$ cat src/rtl/cdb_arbiter_pkg.sv
// Shared CDB types and sizing constants for the execute-stage completion path.
`ifndef N_WAY
`define N_WAY 2
`endif
`ifndef CDB_BITS
`define CDB_BITS 6
`endif

package cdb_arbiter_pkg;

    localparam int N_CDB    = `N_WAY;
    localparam int TAG_BITS = `CDB_BITS;
    localparam int XLEN     = 32;

    typedef struct packed {
        logic                valid;
        logic [TAG_BITS-1:0] tag;
        logic [XLEN-1:0]     data;
    } CDB_PACKET;

    typedef struct packed {
        logic                valid;
        logic [TAG_BITS-1:0] tag;
        logic [XLEN-1:0]     data;
    } FU_RESULT_REQ;

endpackage

$ cat src/rtl/cdb_arbiter_rr_select_n.sv
// Rotating-priority picker: grants the first K set bits of req_i scanning from ptr_i, modulo N.
module rr_select_n #(
    parameter int N  = 4,
    parameter int K  = 2,
    parameter int PW = (N > 1) ? $clog2(N) : 1
) (
    input  logic [N-1:0]    req_i,
    input  logic [PW-1:0]   ptr_i,
    output logic [N-1:0]    gnt_o,
    output logic [K*PW-1:0] slot_idx_o,
    output logic [K-1:0]    slot_vld_o,
    output logic [PW-1:0]   last_idx_o
);

    int idx;
    int cnt;

    always_comb begin
        gnt_o      = '0;
        slot_idx_o = '0;
        slot_vld_o = '0;
        last_idx_o = '0;
        idx        = 0;
        cnt        = 0;
        for (int off = 0; off < N; off++) begin
            // explicit wrap keeps the scan correct for non-power-of-two N
            idx = int'(ptr_i) + off;
            if (idx >= N) idx = idx - N;
            if (req_i[idx] && cnt < K) begin
                gnt_o[idx]                = 1'b1;
                slot_idx_o[cnt*PW +: PW]  = PW'(idx);
                slot_vld_o[cnt]           = 1'b1;
                last_idx_o                = PW'(idx);
                cnt                       = cnt + 1;
            end
        end
    end

endmodule

$ cat src/rtl/cdb_arbiter.sv
// Common data bus arbiter: round-robin grant of up to N_CDB completions per cycle, registered onto the CDB.
module cdb_arbiter #(
    parameter int N_REQ    = 4,
    parameter int N_CDB    = cdb_arbiter_pkg::N_CDB,
    parameter int TAG_BITS = cdb_arbiter_pkg::TAG_BITS,
    parameter int XLEN     = cdb_arbiter_pkg::XLEN
) (
    input  logic                      clock,
    input  logic                      reset,
    input  logic [N_REQ-1:0]          req_valid,
    input  logic [N_REQ*TAG_BITS-1:0] req_tag,
    input  logic [N_REQ*XLEN-1:0]     req_data,
    input  logic                      flush,
    output logic [N_REQ-1:0]          grant,
    output logic [N_CDB-1:0]          cdb_valid,
    output logic [N_CDB*TAG_BITS-1:0] cdb_tag,
    output logic [N_CDB*XLEN-1:0]     cdb_data,
    output logic [$clog2(N_CDB):0]    cdb_count
);

    import cdb_arbiter_pkg::*;

    localparam int PW = (N_REQ > 1) ? $clog2(N_REQ) : 1;
    localparam int CW = $clog2(N_CDB) + 1;

    logic [N_REQ-1:0]    eff;
    logic [N_REQ-1:0]    drain;
    logic [N_REQ-1:0]    sel_gnt;
    logic [N_CDB*PW-1:0] slot_idx;
    logic [N_CDB-1:0]    slot_vld;
    logic [PW-1:0]       last_idx;
    logic [PW-1:0]       rr_ptr_q, rr_ptr_d;
    logic [CW-1:0]       count_q, count_d;
    CDB_PACKET           slot_q [N_CDB];
    CDB_PACKET           slot_d [N_CDB];
    int                  sidx;

    // tag-0 results are granted only to let the source drain; they never reach the bus
    always_comb begin
        for (int i = 0; i < N_REQ; i++) begin
            eff[i]   = req_valid[i] && (|req_tag[i*TAG_BITS +: TAG_BITS]) && !flush;
            drain[i] = req_valid[i] && !(|req_tag[i*TAG_BITS +: TAG_BITS]) && !flush;
        end
    end

    rr_select_n #(
        .N  (N_REQ),
        .K  (N_CDB),
        .PW (PW)
    ) u_sel (
        .req_i      (eff),
        .ptr_i      (rr_ptr_q),
        .gnt_o      (sel_gnt),
        .slot_idx_o (slot_idx),
        .slot_vld_o (slot_vld),
        .last_idx_o (last_idx)
    );

    assign grant = reset ? '0 : (sel_gnt | drain);

    always_comb begin
        count_d  = '0;
        rr_ptr_d = rr_ptr_q;
        sidx     = 0;
        for (int s = 0; s < N_CDB; s++) begin
            slot_d[s] = '0;
            if (slot_vld[s]) begin
                sidx           = int'(slot_idx[s*PW +: PW]);
                slot_d[s].valid = 1'b1;
                slot_d[s].tag   = req_tag[sidx*TAG_BITS +: TAG_BITS];
                slot_d[s].data  = req_data[sidx*XLEN +: XLEN];
                count_d         = count_d + CW'(1);
            end
        end
        if (|slot_vld) begin
            rr_ptr_d = (int'(last_idx) == N_REQ - 1) ? '0 : last_idx + PW'(1);
        end
    end

    always_ff @(posedge clock) begin
        if (reset) begin
            rr_ptr_q <= '0;
            count_q  <= '0;
            for (int s = 0; s < N_CDB; s++) slot_q[s] <= '0;
        end else begin
            rr_ptr_q <= rr_ptr_d;
            count_q  <= count_d;
            for (int s = 0; s < N_CDB; s++) slot_q[s] <= slot_d[s];
        end
    end

    always_comb begin
        for (int s = 0; s < N_CDB; s++) begin
            cdb_valid[s]                      = slot_q[s].valid;
            cdb_tag[s*TAG_BITS +: TAG_BITS]   = slot_q[s].tag;
            cdb_data[s*XLEN +: XLEN]          = slot_q[s].data;
        end
    end

    assign cdb_count = count_q;

endmodule

$ cat config.mk
export PLATFORM = sky130hd
export DESIGN_NAME = cdb_arbiter
export DESIGN_NICKNAME = d
export VERILOG_FILES = /design/src/rtl/cdb_arbiter_pkg.sv /design/src/rtl/cdb_arbiter_rr_select_n.sv /design/src/rtl/cdb_arbiter.sv
export SDC_FILE = /design/constraint.sdc
export NUM_CORES = 1
export LEC_CHECK = 0
export ABC_AREA = 1
export CAP_MARGIN = 10
export CORE_MARGIN = 2
export CORE_UTILIZATION = 35
export CTS_CLUSTER_DIAMETER = 120
export DETAILED_ROUTE_END_ITERATION = 10
export GPL_TIMING_DRIVEN = 0
export PLACE_DENSITY = 0.7
export REMOVE_ABC_BUFFERS = 1
export SYNTH_ARGS = -nofsm -noshare
export SYNTH_HDL_FRONTEND = slang
export SYNTH_SLANG_ARGS = --single-unit
$ cat constraint.sdc
create_clock -name clock -period 6.8 [get_ports clock]
set_clock_uncertainty 0.15 [all_clocks]
set_input_delay 1.36 -clock clock [delete_from_list [all_inputs] [get_ports clock]]
set_output_delay 1.36 -clock clock [all_outputs]
set_load 0.01 [all_outputs]
# == Yosys cells after proc, flatten, opt, wreduce, memory -nomap -nowiden ==
# Memory sizes are Yosys's and may differ from the RTL's.
# Cells that the tools add are included.
# totals
output_inout_bits,84
regBits,4
elab_cells,158
mem_bits_rw,78
in_bits,159
memories,1
# memory_table
name,depth,word_bits,read_ports,rd_clocked_by_memory_dff,write_ports,line_no,rtl
slot_q,2,39,2,0,2,cdb_arbiter.sv:34,CDB_PACKET slot_q [N_CDB];
# op_classes
mux,62
shifts,10
bitwise,9
magnitude_cmp,21
reduce_logical,36
eq_ne,1
multipliers,2
add_sub_neg,14
# ops
op,count
variable part select 128 x 8 -> 32 bit,2
>= comparator 32 x 1 -> 1 bit (second input constant),6
two-way mux 32 bit,6
two-way mux 39 bit,4
< comparator 32 x 3 -> 1 bit (second input constant),4
< comparator 32 x 4 -> 1 bit (second input constant),4
variable shift 2 x 33 -> 4 bit (first input constant),3
variable part select 2 x 33 -> 4 bit,3
>= comparator 32 x 4 -> 1 bit (second input constant),3
subtractor 32 x 4 -> 32 bit (second input constant),3
negator 32 -> 33 bit,2
variable part select 24 x 6 -> 6 bit,2
negator 2 -> 33 bit,1
adder 32 x 2 -> 32 bit (second input constant),1
two-way mux 4 bit,8
logical AND 1 bit,26
OR reduction 6 bit,4
two-way mux 1 bit,21
two-way mux 2 bit,9
OR 4 bit,4
bitwise mux 4 bit,3
binary-select mux 1 bit (select 2 bit),4
demux 1 bit (select 2 bit),4
multiplier 2 x 2 -> 4 bit (second input constant),2
15 further kinds,26

# == Longest topological paths before layout ==
# depth
ltp_word,22
mapped_depth,27
mapped_depth_nobuf,25

# == Modules after synthesis ==
# From an unflattened synthesis, not the netlist that was laid out.
# unflattened
cells_unflattened,914
area_unflattened_um2,5905.7
# modules_own_cells
mod,seq_area_each_um2,area_per_inst_um2,cells_per_inst,instances
cdb_arbiter,1641.6,4973.5,775,1
rr_select_n,0.0,932.1,139,1

# == Least setup slack after synthesis ==
# OpenSTA, ideal clock, no wires.
# synth_timing
path_type,input to register
from,in req_tag[14]
to,mem slot_q[0][10] (netlist bit)
path_buffers,2
t_required_ps,6530
setup_time_ps,120
cell_stages,26
path_slack_ps,1349
t_arrival_ps,5182
path_cell_list,nor2_1 nand3_1 nand3_1 nand2_1 nand2_1 and2_1 inv_1 ha_1 inv_1 nand3_4 inv_2 fa_1 inv_1 nand3_1 ha_1 nor3b_1 nor3_1 nand4_2 nor2_2 nand2_1 nand2_2 buf_2 buf_2 nand3_1 nand3_1 a21oi_1
# synth_rtl
element,line_no,rtl
from (decl),cdb_arbiter.sv:11,"input logic [N_REQ*TAG_BITS-1:0] req_tag,"
to (decl),cdb_arbiter.sv:34,

# == Worst setup path in the final report ==
# layout_timing
from,in flush
to,out grant[1]
# layout_between
elab_chain_len,17
# layout_lines
element,line_no,rtl
from (decl),cdb_arbiter.sv:13,"input logic flush,"
zero test 1 bit (*),"cdb_arbiter.sv:41, cdb_arbiter.sv:42",
logical AND 1 bit,cdb_arbiter.sv:41,eff[i] = req_valid[i] && (|req_tag[i*TAG_BITS +: TAG_BITS]) && !flush;
binary-select mux 1 bit (select 2 bit),cdb_arbiter_rr_select_n.sv:29,if (req_i[idx] && cnt < K) begin
two-way mux 1 bit (implied by the code) (2 in series),cdb_arbiter_rr_select_n.sv:29,
two-way mux 1 bit,cdb_arbiter_rr_select_n.sv:29,
< comparator 1 x 2 -> 1 bit,cdb_arbiter_rr_select_n.sv:29,
logical AND 1 bit,cdb_arbiter_rr_select_n.sv:29,
two-way mux 32 bit,cdb_arbiter_rr_select_n.sv:29,
< comparator 32 x 3 -> 1 bit,cdb_arbiter_rr_select_n.sv:29,
logical AND 1 bit,cdb_arbiter_rr_select_n.sv:29,
two-way mux 32 bit,cdb_arbiter_rr_select_n.sv:29,
< comparator 32 x 3 -> 1 bit,cdb_arbiter_rr_select_n.sv:29,
logical AND 1 bit,cdb_arbiter_rr_select_n.sv:29,
two-way mux 4 bit,cdb_arbiter_rr_select_n.sv:29,
OR 4 bit (*),cdb_arbiter.sv:59,assign grant = reset ? '0 : (sel_gnt | drain);
two-way mux 4 bit (*),cdb_arbiter.sv:59,
to (decl),cdb_arbiter.sv:14,"output logic [N_REQ-1:0] grant,"
# Every way passes the cells marked *; elsewhere a longest branch is shown, timed or not. The select of a mux whose other input is x is not followed.

==> results.json <==
{
  "fmax_mhz": 153,
  "drive_above_1_share_pct": 6.26,
  "overflow": 0,
  "ys_seq_area_share_pct": 26.6,
  "cts_tree": "yes",
  "power_frac_comb_pct": 78.3,
  "drt_iter0_drc": 724,
  "dpl.cell_count": 1431,
  "via_per_inst": 5.44,
  "worstMarginPinSlew_ns": 1.00,
  "holdPathStages": 2,
  "min-delay-start": "rr_ptr_q[0]$_SDFFE_PP0P_",
  "slowest_stage": "clkdlybuf4s50_1",
  "core_sq_um": 17300,
  "start_util_pct": 35.7,
  "critical-path-max-stage-delay_ns": 0.56,
  "yosysUniqueCellTypes": 32,
  "finalWirelength_microns": 29100,
  "clk_latency_ns": 0.35,
  "postLayoutCellArea_sq_um": 9380,
  "grt_pass1_vias": 7106,
  "syn_inst": 1035,
  "yosysWarnings": 0,
  "critPathCaptureType": "primary output",
  "place.gp.congestion": 0.926,
  "synth_ff_type": "dfxtp_1",
  "ant_nets": 0,
  "reg2reg_from": "rr_ptr_q[0]$_SDFFE_PP0P_",
  "hold_viol_final": 0,
  "synth-async-reset-ratio_pct": 0,
  "numClockSinks": 82,
  "power_frac_clock_pct": 10.0,
  "fp.dieH_microns": 137,
  "cp.buffers_inverters": 6,
  "max_slew_margin_pct": 33.1,
  "diodes": 0,
  "clkTransAtPathRegs_ns": 0.07,
  "routedWlPerCell_microns": 19.7,
  "synth_edf_count": 0,
  "area_delta_synth_final_pct": 51.8,
  "rr_endpoint": "slot_q[0][48]$_SDFF_PP0_",
  "h-tree-depth": 3,
  "placed_area_sq_um": 8590,
  "nets": 1417,
  "p_sw_share_pct": 59.6,
  "min_path_type": "reg2reg",
  "cts_hold_buf": 0,
  "grt_use_total_pct": 28.2,
  "switchingPower_w": 0.00352,
  "layout_min_cycle_time_ns": 6.53,
  "ir_drop_mv": 0.511,
  "p_per_area_nw_per_um2": 630,
  "die_x_microns": 137,
  "crit_type": "in2out",
  "min_to": "rr_ptr_q[0]$_SDFFE_PP0P_",
  "critPathTopFamily": "buffers and inverters",
  "clk_path_buf_depth": 2,
  "cp.arrival_ns": 5.02,
  "antenna_found_initial": 0,
  "p_int_w": 0.00239,
  "grt_pass1_wl_microns": 40200,
  "r2r_setup_slack_ns": 0.71,
  "worstPathRequired_ns": 5.29,
  "io_pins": 243,
  "row_count": 48,
  "total_power_w": 0.00590,
  "synth.avg_cell_area_sq_um": 5.97,
  "ctsRootBufferMaster": "clkbuf_16",
  "setup_viol": 0,
  "port_buffers": 242,
  "synth_area_sq_um": 6180,
  "outcome": "complete, no violations",
  "drv_cap": 0,
  "grt_max_degree": 67,
  "numCtsBuffers": 9,
  "place_hpwl_microns": 15300,
  "r2r_cells": 23,
  "dr.pass1.iters": 5,
  "timing.final.crit_share_pct": 96.1,
  "crit_fanout": 7,
  "worst_setup_path_start_kind": "input pin",
  "leakagePower_nw": 4.46,
  "final.setup.tns_ns": 0,
  "drc_errors": 0,
  "path_cells": "clkdlybuf4s50_1 -> nor2_1 -> nand3_1 -> nand2_1 -> nand2_1 -> and2_2 -> clkinvlp_4 -> ha_1 -> inv_2 -> nand3_4 -> inv_2 -> fa_1 -> inv_1 -> nand3_2 -> o22ai_1 -> a211oi_1 -> a21oi_1 -> clkdlybuf4s50_1",
  "final_cells": 1471,
  "die_area_sq_um": 18700,
  "synth-seq-cells": 82,
  "dr_total_vias": 7998,
  "maxSlewViolCount": 0,
  "power_frac_seq_pct": 11.7
}
==> kinds of logic (layout without fill, tap and decap cells) <==
kind of cell / count (synthesis) / count (layout) / share of synthesized area [%]
adder cells (fa/ha/maj): 17 / 17 / 3.57
buffers and inverters: 257 / 455 / 17.5
other: 1 / 1 / 0.0607
AO/OA/AOI/OAI: 95 / 95 / 8.18
flip-flops: 82 / 82 / 26.6
AND/OR/NAND/NOR: 583 / 596 / 44.1
==> registers in the layout (all words and copies together) (netlist names) <==
signal and flops:
slot_q 78, rr_ptr_q 2, cdb_count 2
==> cells in the mapped netlist, types with 3 or more instances <==
cell type  number  share of area (%)
nand3_1       327                 26
nand2_1       200                 12
inv_1         177                 11
a21oi_1        83                6.7
dfxtp_1        82                 27
buf_2          32                2.6
nor2_1         25                1.5
clkbuf_1       19                1.2
ha_1           16                3.2
buf_4          15                1.8
nand2_2         8               0.81
inv_2           6               0.36
nand3_2         6               0.97
nand4_1         6               0.61
buf_1           5               0.30
buf_6           3               0.55
o22ai_1         3               0.30
==> how the worst max path moves through the flow <==
stage	startpoint	end	slack, ns	cells after the start
6_report	flush	grant[1]	0.27	18
2_1_floorplan	req_tag[14]	slot_q[0][0]$_SDFF_PP0_	-0.10	24
5_1_grt	req_tag[19]	grant[3]	-0.008	19
3_3_place_gp	req_tag[19]	slot_q[0][15]$_SDFF_PP0_	-2.82	25
3_5_place_dp	req_tag[19]	slot_q[0][54]$_SDFF_PP0_	-1.24	26
4_1_cts	req_tag[19]	slot_q[0][54]$_SDFF_PP0_	0.007	26
==> power by group through the flow <==
stage               registers, W  logic, W  clock network (W)
floorplan               0.000747   0.00242                  0
global placement        0.000697   0.00383                  0
detailed placement      0.000699   0.00384                  0
CTS                     0.000688   0.00421           0.000594
global route            0.000700   0.00496           0.000608
finish                  0.000690   0.00462           0.000589
==> final cells by class <==
| class | count | area [sq um] |
|---|---|---|
| Clock buffer | 10 | 229 |
| Clock inverter | 6 | 114 |
| Fill cell | 1718 | 7920 |
| Inverter | 183 | 743 |
| Multi-Input combinational cell | 709 | 3780 |
| Sequential cell | 82 | 1640 |
| Tap cell | 225 | 282 |
| Timing Repair Buffer | 256 | 2590 |
==> stage by stage <==
step	hold WS [ns]	worst slack [ns]	utilization, %
finish	0.712	0.265	54.2
global route	0.746	-0.00826	54.2
CTS	0.666	0.00730	52.7
detailed placement	0.655	-1.24	49.7
global placement	0.622	-2.82	49.0
floorplan	0.503	-0.102	-
==> cell usage in the layout (no fill, tap or decap), types with 5 or more instances in the layout <==
master / count
a21oi_1: 83
buf_4: 10
clkbuf_16: 9
clkdlybuf4s50_1: 240
dfxtp_1: 82
ha_1: 16
inv_1: 173
inv_2: 7
nand2_1: 196
nand2_4: 8
nand2_8: 11
nand3_1: 327
nand3_2: 5
nand4_1: 6
nor2_1: 24
==> tightest hold or removal path, delay by kind of cell, from the launching register on <==
kind	cells	cell delay, ns
DFF	1	0.55
and+or+nand+nor	1	0.22
AOI/OAI and AO/OA	1	0.05
==> routing by layer <==
layer | share of wire [%] | track usage, % | routed length (microns)
met1 | 40 | 36.8 | 11700
met5 | 0 | 0 | 0
met2 | 45 | 46.1 | 13100
met4 | 3.1 | 10.7 | 901
met3 | 12 | 5.41 | 3400
==> repair_timing <==
| action | 4_1_cts | 5_1_grt |
|---|---|---|
| pin swaps | 5 | 5 |
| setup buffers | 0 | 11 |
| resized for setup | 21 | 18 |
| gates cloned | 6 | 7 |
| setup endpoints to repair | 76 | 80 |
(Power assumes the default switching activity.)
